**src/rtl/pipe_ctrl_pkg.sv**
```systemverilog
// Shared encodings for the pipeline run controller: host opcodes, controller
// states and halt causes.
package pipe_ctrl_pkg;

  localparam logic [2:0] OP_NOP      = 3'd0;
  localparam logic [2:0] OP_RUN      = 3'd1;
  localparam logic [2:0] OP_RUN_N    = 3'd2;
  localparam logic [2:0] OP_STEP_N   = 3'd3;
  localparam logic [2:0] OP_STOP     = 3'd4;
  localparam logic [2:0] OP_PC_RESET = 3'd5;
  localparam logic [2:0] OP_CLR_CNT  = 3'd6;

  localparam logic [2:0] ST_IDLE    = 3'd0;
  localparam logic [2:0] ST_RUN     = 3'd1;
  localparam logic [2:0] ST_RUN_N   = 3'd2;
  localparam logic [2:0] ST_STEP_HI = 3'd3;
  localparam logic [2:0] ST_STEP_LO = 3'd4;
  localparam logic [2:0] ST_PCRST   = 3'd5;

  localparam logic [1:0] HALT_NONE = 2'd0;
  localparam logic [1:0] HALT_STOP = 2'd1;
  localparam logic [1:0] HALT_BP   = 2'd2;
  localparam logic [1:0] HALT_DONE = 2'd3;

  function automatic logic isRunState(input logic [2:0] st);
    return (st == ST_RUN) || (st == ST_RUN_N);
  endfunction

endpackage

```
**src/rtl/pipe_cycle_counter.sv**
```systemverilog
// 32-bit wrapping count of cycles in which the pipeline advanced.
module pipe_cycle_counter
(
  input  logic        clk,
  input  logic        reset,
  input  logic        inc,
  input  logic        clr,
  output logic [31:0] count
);

  logic [31:0] count_q;

  always_ff @(posedge clk) begin
    if (reset || clr) begin
      count_q <= 32'd0;
    end else if (inc) begin
      count_q <= count_q + 32'd1;
    end
  end

  assign count = count_q;

endmodule

```
**src/rtl/pipe_run_ctrl.sv**
```systemverilog
// Host-facing run/step controller for the pipeline: free run, bounded run,
// single stepping, PC reset and breakpoint halting.
module pipe_run_ctrl
  import pipe_ctrl_pkg::*;
(
  input  logic        clk,
  input  logic        reset,
  input  logic        cmd_valid,
  input  logic [2:0]  cmd_op,
  input  logic [31:0] cmd_arg,
  output logic        cmd_ready,
  input  logic [8:0]  pc_dbg,
  input  logic        bp_en,
  input  logic [8:0]  bp_pc,
  output logic        run,
  output logic        step,
  output logic        pc_reset_pulse,
  output logic        host_mem_grant,
  output logic        busy,
  output logic [1:0]  halt_cause,
  output logic [31:0] cycle_count
);

  logic [2:0]  state_q, state_d;
  logic [31:0] cnt_q, cnt_d;
  logic [1:0]  halt_q, halt_d;
  logic        first_q, first_d;

  logic        accept, stopAcc, bpHit, clrCnt;
  logic [31:0] cntDec;

  assign cmd_ready = (state_q == ST_IDLE) || (cmd_op == OP_STOP);
  assign accept    = cmd_valid && cmd_ready;
  assign stopAcc   = accept && (cmd_op == OP_STOP);
  assign clrCnt    = accept && (state_q == ST_IDLE) && (cmd_op == OP_CLR_CNT);
  assign cntDec    = cnt_q - 32'd1;

  // The first cycle of a run is exempt so a run can resume sitting on bp_pc.
  assign bpHit = bp_en && (pc_dbg == bp_pc) && isRunState(state_q) && !first_q;

  assign run            = isRunState(state_q) && !bpHit;
  assign step           = (state_q == ST_STEP_HI);
  assign pc_reset_pulse = (state_q == ST_PCRST);
  assign host_mem_grant = (state_q == ST_IDLE);
  assign busy           = !host_mem_grant;
  assign halt_cause     = halt_q;

  always_comb begin
    state_d = state_q;
    cnt_d   = cnt_q;
    halt_d  = halt_q;
    first_d = 1'b0;
    case (state_q)
      ST_IDLE: begin
        if (accept) begin
          case (cmd_op)
            OP_RUN: begin
              state_d = ST_RUN;
              halt_d  = HALT_NONE;
              first_d = 1'b1;
            end
            OP_RUN_N: begin
              if (cmd_arg != 32'd0) begin
                state_d = ST_RUN_N;
                cnt_d   = cmd_arg;
                halt_d  = HALT_NONE;
                first_d = 1'b1;
              end else begin
                halt_d = HALT_DONE;
              end
            end
            OP_STEP_N: begin
              if (cmd_arg != 32'd0) begin
                state_d = ST_STEP_HI;
                cnt_d   = cmd_arg;
                halt_d  = HALT_NONE;
              end else begin
                halt_d = HALT_DONE;
              end
            end
            OP_PC_RESET: state_d = ST_PCRST;
            default: ;
          endcase
        end
      end
      ST_RUN: begin
        if (bpHit) begin
          state_d = ST_IDLE;
          halt_d  = HALT_BP;
        end else if (stopAcc) begin
          state_d = ST_IDLE;
          halt_d  = HALT_STOP;
        end
      end
      // Halt priority: breakpoint, then count expiry, then host STOP.
      ST_RUN_N: begin
        if (bpHit) begin
          state_d = ST_IDLE;
          halt_d  = HALT_BP;
        end else if (cnt_q == 32'd1) begin
          state_d = ST_IDLE;
          halt_d  = HALT_DONE;
          cnt_d   = 32'd0;
        end else if (stopAcc) begin
          state_d = ST_IDLE;
          halt_d  = HALT_STOP;
        end else begin
          cnt_d = cntDec;
        end
      end
      ST_STEP_HI: begin
        if (stopAcc) begin
          state_d = ST_IDLE;
          halt_d  = HALT_STOP;
        end else begin
          state_d = ST_STEP_LO;
        end
      end
      ST_STEP_LO: begin
        cnt_d = cntDec;
        if (cntDec == 32'd0) begin
          state_d = ST_IDLE;
          halt_d  = HALT_DONE;
        end else if (stopAcc) begin
          state_d = ST_IDLE;
          halt_d  = HALT_STOP;
        end else begin
          state_d = ST_STEP_HI;
        end
      end
      ST_PCRST: state_d = ST_IDLE;
      default:  state_d = ST_IDLE;
    endcase
  end

  always_ff @(posedge clk) begin
    if (reset) begin
      state_q <= ST_IDLE;
      cnt_q   <= 32'd0;
      halt_q  <= HALT_NONE;
      first_q <= 1'b0;
    end else begin
      state_q <= state_d;
      cnt_q   <= cnt_d;
      halt_q  <= halt_d;
      first_q <= first_d;
    end
  end

  pipe_cycle_counter u_cycle_counter (
    .clk   (clk),
    .reset (reset),
    .inc   (run || step),
    .clr   (clrCnt),
    .count (cycle_count)
  );

endmodule

```
**config.mk**
```make
export PLATFORM = sky130hd
export DESIGN_NAME = pipe_run_ctrl
export DESIGN_NICKNAME = d
export VERILOG_FILES = /design/src/rtl/pipe_ctrl_pkg.sv /design/src/rtl/pipe_cycle_counter.sv /design/src/rtl/pipe_run_ctrl.sv
export SDC_FILE = /design/constraint.sdc
export NUM_CORES = 1
export LEC_CHECK = 0
export CAP_MARGIN = 0
export CORE_MARGIN = 2
export CORE_UTILIZATION = 33
export DETAILED_ROUTE_END_ITERATION = 7
export DONT_BUFFER_PORTS = 1
export GPL_ROUTABILITY_DRIVEN = 0
export GPL_TIMING_DRIVEN = 0
export PLACE_DENSITY = 0.47
export SETUP_SLACK_MARGIN = 0.3
export SYNTH_ARGS = -nofsm -noshare
export SYNTH_HDL_FRONTEND = slang
export SYNTH_SLANG_ARGS = --single-unit
```
**constraint.sdc**
```tcl
create_clock -name clk -period 7.5 [get_ports clk]
set_input_delay 1.5 -clock clk [delete_from_list [all_inputs] [get_ports clk]]
set_output_delay 1.5 -clock clk [all_outputs]
set_load 0.02 [all_outputs]
```
### After elaboration in Yosys (flattened, before gate mapping)

Index checks and enable logic that the tools add are counted.

| word-level totals | value |
|---|---|
| bits in registers | 70 |
| input port bits | 57 |
| output and inout bits | 40 |
| word-level logic and storage cells | 86 |

| operators by class | value |
|---|---|
| add/subtract/negate cells | 2 |
| eq/ne operators | 22 |
| multiplexer cells | 30 |
| bitwise logic cells | 2 |
| reductions and logical operators | 25 |

Operators with widths:

| operator | number |
|---|---|
| 32-bit two-way mux | 6 |
| 32-bit one-hot mux with 3 select lines | 1 |
| 32-bit by 1-bit adder with 32-bit output, second input constant | 1 |
| 32-bit by 1-bit equality test with 1-bit output, second input constant | 1 |
| 32-bit logical NOT | 1 |
| 32-bit nonzero test | 1 |
| 32-bit by 1-bit subtractor with 32-bit output, second input constant | 1 |
| 3-bit two-way mux | 8 |
| 2-bit two-way mux | 9 |
| 3-bit equality test, second input constant | 5 |
| 3-bit one-hot mux with 5 select lines | 1 |
| 3-bit by 2-bit equality test with 1-bit output, second input constant | 4 |
| 3-bit one-hot mux with 4 select lines | 1 |
| 2-bit one-hot mux with 5 select lines | 1 |
| 9-bit equality test | 1 |
| 1-bit logical AND | 8 |
| 3-bit by 1-bit equality test with 1-bit output, second input constant | 2 |
| 3-bit by 2-bit inequality test with 1-bit output, second input constant | 2 |
| 3-bit inequality test, second input constant | 2 |
| 6-bit AND reduction | 1 |
| 5-bit by 1-bit inequality test with 1-bit output, second input constant | 1 |
| 5-bit nonzero test | 1 |
| 1-bit logical OR | 4 |
| 2-bit by 1-bit inequality test with 1-bit output, second input constant | 2 |
| other kinds (12) | 16 |

### Logic depth before layout (Yosys ltp)

Gate-level depths: netlist of run 1.

| depth | value |
|---|---|
| depth after elaboration | 8 |
| mapped depth | 10 |
| depth with buffers taken out | 9 |

### Modules after synthesis

A second synthesis of run 1 with hierarchy kept.

| unflattened totals | value |
|---|---|
| cell total of the unflattened synthesis | 656 |
| area total of the unflattened synthesis | 5002.3 µm² |

By module, submodules not included:

| module | instances | cells an instance | area an instance (µm²) | sequential area each (µm²) |
|---|---|---|---|---|
| pipe_run_ctrl | 1 | 478 | 3435.8 | 760.7 |
| pipe_cycle_counter | 1 | 178 | 1566.5 | 640.6 |

### Least setup slack after synthesis of run 1

OpenSTA, ideal clock, no wires.

| timing | value |
|---|---|
| path type | input port to output port |
| from | input port bp_pc[6] |
| to | output port run |
| arrival | 2131 ps |
| data required time | 6000 ps |
| path slack | 3869 ps |
| stages | 3 |
| buffers on the path | 0 |
| cells stage by stage | xnor2_1 -> nand4_1 -> o31a_1 |

| between the ends | value |
|---|---|
| longest elaborated chain between the ends | 6 |

Ends and longest elaborated chain:

| element | RTL line | text |
|---|---|---|
| start: declaration | pipe_run_ctrl.sv:14 | `input logic [8:0] bp_pc,` |
| 9-bit equality test | pipe_run_ctrl.sv:39 | `assign bpHit = bp_en && (pc_dbg == bp_pc) && isRunState(state_q) && !first_q;` |
| 1-bit logical AND (3 in a row) | pipe_run_ctrl.sv:39 |  |
| 1-bit logical NOT | pipe_run_ctrl.sv:41 | `assign run = isRunState(state_q) && !bpHit;` |
| 1-bit logical AND | pipe_run_ctrl.sv:41 |  |
| end: declaration | pipe_run_ctrl.sv:15 | `output logic run,` |

No other way between the ends.

### Final worst setup path of run 1

| timing | value |
|---|---|
| from | register cnt_q[8] |
| to | register cnt_q[22] |

| between the ends | value |
|---|---|
| longest elaborated chain between the ends | 5 |

Ends and longest elaborated chain:

| element | RTL line | text |
|---|---|---|
| start: declaration | pipe_run_ctrl.sv:25 | `logic [31:0] cnt_q, cnt_d;` |
| start signal: assignment | pipe_run_ctrl.sv:144 | `cnt_q <= cnt_d;` |
| 32-bit by 1-bit subtractor with 32-bit output | pipe_run_ctrl.sv:36 | `assign cntDec = cnt_q - 32'd1;` |
| 32-bit two-way mux | pipe_run_ctrl.sv:104 | `end else if (stopAcc) begin` |
| 32-bit two-way mux | pipe_run_ctrl.sv:100 | `end else if (cnt_q == 32'd1) begin` |
| 32-bit two-way mux | pipe_run_ctrl.sv:97 | `if (bpHit) begin` |
| 32-bit one-hot mux with 3 select lines | pipe_run_ctrl.sv:53 | `case (state_q)` |

Several ways; a longest one is shown, not always the timed one. The select of a mux whose other input is x is not followed.
A chain may end at the register's enable or synchronous reset.

==> results of run 1 <==
-- layer usage --
layer	up-vias	track usage	wire length (um)
met1	2125	0.272	6920
met3	27	0.0452	1050
li1	2225	-	-
met5	-	0	0
met2	155	0.338	7140
met4	0	0.101	415
-- cell families after synthesis --
| family | count (synthesis) | share of synthesized area |
|---|---|---|
| XOR/XNOR | 47 | 0.0882 |
| multiplexers | 1 | 0.00214 |
| AND/OR/NAND/NOR | 289 | 0.327 |
| flip-flops | 70 | 0.300 |
| adder cells (fa/ha/maj) | 4 | 0.0107 |
| buffers and inverters | 52 | 0.0646 |
| AO/OA/AOI/OAI | 140 | 0.208 |
-- Yosys cell counts (all sizes together) (3+ instances only) --
master,number,area share
a21o,3,0.0051
nor2,79,0.064
nand2,54,0.043
and4,3,0.0056
nand4,16,0.021
a32o,5,0.011
or2,4,0.0054
nor4,23,0.031
and3,6,0.0080
buf,15,0.027
nand2b,5,0.0067
nor4b,3,0.0056
inv,15,0.012
a221oi,9,0.028
a21oi,36,0.039
nor3,37,0.049
o31ai,12,0.019
nand3,14,0.015
nor2b,6,0.0080
and2,7,0.0094
or4,7,0.013
or3,16,0.024
o2111ai,3,0.0056
a211oi,8,0.016
xor2,15,0.028
o21ai,40,0.043
clkbuf,20,0.023
dfxtp,70,0.30
xnor2,32,0.060
ha,4,0.011
o211ai,4,0.0064
-- per-stage QoR --
stage | setup slack (ns) | power (mW)
2_1_floorplan | 3.87 | 0.797
3_3_place_gp | 3.65 | 0.909
3_5_place_dp | 3.64 | 0.911
4_1_cts | 3.82 | 1.36
5_1_grt | 3.46 | 1.43
6_report | 3.73 | 1.35
-- layout make-up --
class,count,share of cell area
Clock inverter,5,0.0113
Tap cell,180,0.0434
Inverter,16,0.0116
Buffer,36,0.0465
Sequential cell,70,0.270
Multi-Input combinational cell,481,0.571
Clock buffer,11,0.0467
-- flip-flops by register name, indices dropped and copies added, names as in the netlist --
register,flops
u_cycle_counter.count,32
cnt_q,32
halt_cause,2
first_q,1
state_q,3
-- power groups by stage --
stage / Sequential (mW) / Clock [mW] / Combinational, mW
after floorplan: 0.442 / 0 / 0.354
after global placement: 0.454 / 0 / 0.454
after detailed placement: 0.454 / 0 / 0.456
after CTS: 0.446 / 0.453 / 0.458
after global routing: 0.453 / 0.472 / 0.509
final: 0.447 / 0.444 / 0.464
-- worst min-delay path by stage --
stage / start / to / slack [ns]
CTS: cnt_q[13] / cnt_q[13] / 0.52
global placement: cnt_q[28] / cnt_q[28] / 0.50
detailed placement: cnt_q[13] / cnt_q[13] / 0.51
finish: cnt_q[28] / cnt_q[28] / 0.53
floorplan: cnt_q[28] / cnt_q[28] / 0.47
global route: cnt_q[28] / cnt_q[28] / 0.56
-- critical path, stage by stage (launching register included) --
cell      delay (ns)
dfxtp_1         0.29
buf_2           0.18
nor4_1          0.54
nand4_1         0.47
or3_4           0.53
a21oi_1         0.17
clkbuf_1        0.55
buf_1           0.51
o21ai_0         0.21
nand2_1         0.10
a21oi_1         0.06
==> impl_results.md, run 1 <==
* Clk pwr share at 0.328
* CTS Root Buffer Type: clkbuf_16
* Syn avg cell area at roughly 7.7 um2
* Final Cycle Share at 0.503
* Share of synthesized registers carrying an async set or reset at 0
* Resized cells post-CTS at 0
* Avg Vias per Cell at 5.67
* Clock Sinks at 70
* Final hold violation count at 0
* Full die area at between 0.015 and 0.02 mm2
* Fin Hold WS at approximately 0.53 ns
* Synthesized flop and latch total at 70
* First-pass GRT wire length at about 25000 um
* Worst EP required at 7.70 ns
* Area Overhead vs Synth at 11.3%
* Mapped Area at 0.00467 mm2
* PD cells at roughly 260 mW/mm2
* Cell count after placement at 783
* Sequential power share at 0.330
* Depth of the worst hold-timing path at 2
* Cell Area, Placed at between 0.004 and 0.005 mm2
* Worst-case vdd ir drop at between 90 and 100 uV
* R2R depth at 10
* GRT Overall Usage at 0.212
* Critical Path Start Type: flip-flop
* Hold_buf cts at 0
* Die H at 123 um
* Slew Viols, Final at 0
* Wire length per cell at between 15 and 20 um
* Endpoint type of the worst setup path: flip-flop
* Setup TNS at 0 ns
* Vias in the first global route at between 4000 and 5000
* Yosys cell types at 70
* Post-synthesis sequential area ratio at 0.300
* Logic pwr share at 0.342
* Skew final at between 0.008 and 0.009 ns
* Post-CTS setup buffers at 0
* CP max FO at 10
* Total net switching power at between 0.5 and 0.6 mW
* Num rows at 43
* Multi-input gate area at 0.00296 mm2
* Sw Share at 0.379
* Worst Setup SP: cnt_q[8]
* Final Net Count at 675
* MaxCap Viol Count at 0
* Hpwl dp at 11500 um
* Reg-to-Reg Start: cnt_q[8]
* IO Port Bufs at 0
* GRT overflow at 0
* Synth Instances at ~600
* Post-DRT Antenna Nets at 0
* Reg2reg end: cnt_q[22]
* Leak pwr at ~1.7 nW
* P_int at roughly 0.84 mW
* Reg2Reg Setup Slack at ~3.7 ns
* Fin util at 0.376
* DRC Markers at 0
* CP endpoint: cnt_q[22]
* Final wirelength at about 16000 um
* DR iter-0 viols at roughly 350
* Worst-Margin Slew at approximately 1.1 ns
* Io pins at 97
* Layout fillers at between 1000 and 1500
* Die X-Extent at 123 um
* Post-Syn Nets at around 660
* Final setup vio count at 0
* DRT Pass-1 Iters at 5
* Final Non-Filler Cells at roughly 800
* Post-route cell area at 0.00519 mm2
* CTS tree: yes
* Core box area at ~0.014 mm2
* Top FF cell, synth: dfxtp_1
* H-tree depth at 3
* Starting Density at 0.338
* Most frequent cells in the layout: nor2_1 (78), dfxtp_1 (70), nand2_1 (54)
* Inserted Diodes at 0
* Hold Path Class: flip-flop to flip-flop
* Status: finished, final reports clean
* EDFF count, synth at 0
* Num CTS Buffers at 9
* Initial antenna violation count at 0
* Most common cell after layout, fill and taps aside: nor2_1
* Clk Latency, worst-skew pair at around 0.34 ns
* Seq. cell area at 0.00140 mm2
* Unrepaired setup endpoints after global routing: false
* Crit path arrival time at 3.97 ns
* Highest Clock Rate at between 200 and 300 MHz
* Yosys warning total at 0
* Min Tclk post-route at 3.77 ns
* WS Path Type: flip-flop to flip-flop
* Clk slew on worst S/H paths at 0.07 ns
* Layout cells sized above 1 at 0.108
* Largest net degree at the start of global routing at 13
* Slew Limit Headroom at 0.274
* Clock buffer depth at 2
* Detailed-route via count at 4532
No activity file was read; power rests on OpenSTA's default activity.
==> inputs of run 2 (changes only) <==
Clock period 7.5 ns to 3.7 ns, I/O delays scaled along.
==> impl_results.md, run 2 (same netlist as run 1, synthesis figures left out) <==
* CTS tree: yes
* DRT Pass-1 Iters at 5 (unchanged)
* Worst-Margin Slew at 1.06 ns (-0.0223 ns)
* CP dominant cell by count: buf_2
* Depth of the worst hold-timing path at 1 (-1)
* CTS Root Buffer Type: clkbuf_16
* IO Port Bufs at 0 (unchanged)
* Endpoint type of the worst setup path: flip-flop
* H-tree depth at 3 (unchanged)
* Io pins at 97 (unchanged)
* Initial antenna violation count at 0 (unchanged)
* Total net switching power at 1.05 mW (+100%)
* Crit path arrival time at 3.44 ns (-0.53 ns)
* Hold EP: first_q
* Avg Vias per Cell at 5.68 (+0.18%)
* Sequential power share at 0.329 (about the same)
* Vias in the first global route at 4462 (+0.86%)
* Worst-case vdd ir drop at 196 uV (+100%)
* Reg2Reg Setup Slack at 0.46 ns (-3.26 ns)
* Slowest stage delay, CP at 0.56 ns (about the same)
* Cell Area, Placed at 0.00489 mm2 (unchanged)
* Clk slew on worst S/H paths at 0.06 ns (about the same)
* Worst EP required at 3.90 ns (-3.80 ns)
* Clk pwr share at 0.324 (-0.004)
* Wire length per cell at 19.4 um (-0.15%)
* Area Overhead vs Synth at 11.9%
* GRT Overall Usage at 0.213 (+0.00166)
* WS Path Type: flip-flop to flip-flop
* Worst path cell trace: buf_2 -> nor4_1 -> nand4_1 -> or3_4 -> a211o_1 -> a221o_2 -> buf_2 -> o21ai_1 -> a21oi_1
* Final wirelength at 15500 um (about the same)
* Critical Path Start Type: flip-flop
* Core box area at 0.0138 mm2 (unchanged)
* Reg2reg end: cnt_q[9]
* Final setup vio count at 0 (unchanged)
* Most frequent cells in the layout: nor2_1 (78), dfxtp_1 (70), nand2_1 (54)
* Hold_sp: cmd_op[2]
* Hold_buf cts at 0 (unchanged)
* Slew Viols, Final at 0 (unchanged)
* Setup TNS at 0 ns (unchanged)
* Most common cell after layout, fill and taps aside: nor2_1
* Final Net Count at 676 (+0.15%)
* DR iter-0 viols at 375 (+7.8%)
* Clk Latency, worst-skew pair at 0.34 ns (about the same)
* Reg-to-Reg Start: cnt_q[8]
* Inserted Diodes at 0 (unchanged)
* PD cells at 529 mW/mm2 (+100%)
* Cell count after placement at 783 (unchanged)
* Clock buffer depth at 2 (unchanged)
* Largest net degree at the start of global routing at 13 (unchanged)
* Slew Limit Headroom at 0.289 (+0.0150)
* Layout cells sized above 1 at 0.115 (+0.00628)
* P_int at 1.71 mW (+100%)
* Die H at 123 um (unchanged)
* Min Tclk post-route at 3.24 ns (-0.537 ns)
* Leak pwr at 1.75 nW (+0.58%)
* First-pass GRT wire length at 24700 um (+0.73%)
* Skew final at 0.00507 ns (-0.00343 ns)
* Fin util at 0.378 (+0.00199)
* GRT overflow at 0 (unchanged)
* Hpwl dp at 11500 um (unchanged)
* Detailed-route via count at 4546 (+0.31%)
* Slowest stage cell, crit path: nor4_1
* R2R depth at 9 (-1)
* CP max FO at 10 (unchanged)
* Hold Path Class: input pin to flip-flop
* Num rows at 43 (unchanged)
* Die X-Extent at 123 um (unchanged)
* DRC Markers at 0 (unchanged)
* Num CTS Buffers at 9 (unchanged)
* Final Non-Filler Cells at 800 (+0.13%)
* Post-DRT Antenna Nets at 0 (unchanged)
* Status: finished, final reports clean
* Full die area at 0.0151 mm2 (unchanged)
* Unrepaired setup endpoints after global routing: false
* MaxCap Viol Count at 0 (unchanged)
* CP bufs+invs at 2 (-1)
* Post-route cell area at 0.00522 mm2 (+0.53%)
* CP top delay family: simple AND/OR/NAND/NOR gates
* Logic pwr share at 0.347 (+0.005)
* Final hold violation count at 0 (unchanged)
* Sw Share at 0.379 (about the same)
* Final Cycle Share at 0.875 (+0.372)
* Fin Hold WS at 0.492 ns (-0.0333 ns)
* Starting Density at 0.338 (unchanged)
* Clock Sinks at 70 (unchanged)
* Highest Clock Rate at 309 MHz (+17%)
## run 2: how the worst max path moves through the flow
stage                end  depth (start not counted)  startpoint
2_1_floorplan  cnt_q[27]                          9   cnt_q[21]
3_3_place_gp   cnt_q[22]                         10    cnt_q[8]
3_5_place_dp   cnt_q[22]                         10    cnt_q[8]
4_1_cts        cnt_q[16]                          9   cnt_q[21]
5_1_grt         cnt_q[9]                          9    cnt_q[8]
6_report        cnt_q[9]                          9    cnt_q[8]
## run 2: worst reg2reg max path: stages (launching register included)
cell	delay [ns]
dfxtp_1	0.29
buf_2	0.18
nor4_1	0.56
nand4_1	0.30
or3_4	0.47
a211o_1	0.35
a221o_2	0.47
buf_2	0.23
o21ai_1	0.17
a21oi_1	0.08
## run 2: area by class of cell
cell class,instances,area (um2)
timing repair buffer,1,7.51
sequential,70,1400
clock inverter,5,58.8
clock buffer,11,243
inverter,16,60.1
multi-input combinational,481,2980
buffer,36,244
fill,1431,8610
tap,180,225
## run 2: power by group through the flow
stage | sequential, mW | clock [mW] | combinational, mW
2_1_floorplan | 0.897 | 0 | 0.718
3_3_place_gp | 0.921 | 0 | 0.921
3_5_place_dp | 0.921 | 0 | 0.925
4_1_cts | 0.904 | 0.918 | 0.943
5_1_grt | 0.919 | 0.958 | 1.05
6_report | 0.907 | 0.895 | 0.957
## run 2: through the flow
step | worst slack [ns] | total power, mW
2_1_floorplan | 0.734 | 1.61
3_3_place_gp | 0.0409 | 1.84
3_5_place_dp | 0.0368 | 1.85
4_1_cts | 0.500 | 2.77
5_1_grt | 0.321 | 2.92
6_report | 0.463 | 2.76
## run 2: layer usage
layer,up-vias,share of wire,track usage
met2,153,0.47,0.342
li1,2224,-,-
met5,-,0,0
met1,2138,0.44,0.274
met3,31,0.065,0.0452
met4,0,0.025,0.0984
## run 2: what timing repair did
item	CTS	global route
resized for setup	3	1
pin swaps	1	0
endpoints found under the setup margin	30	4
setup buffers	1	0
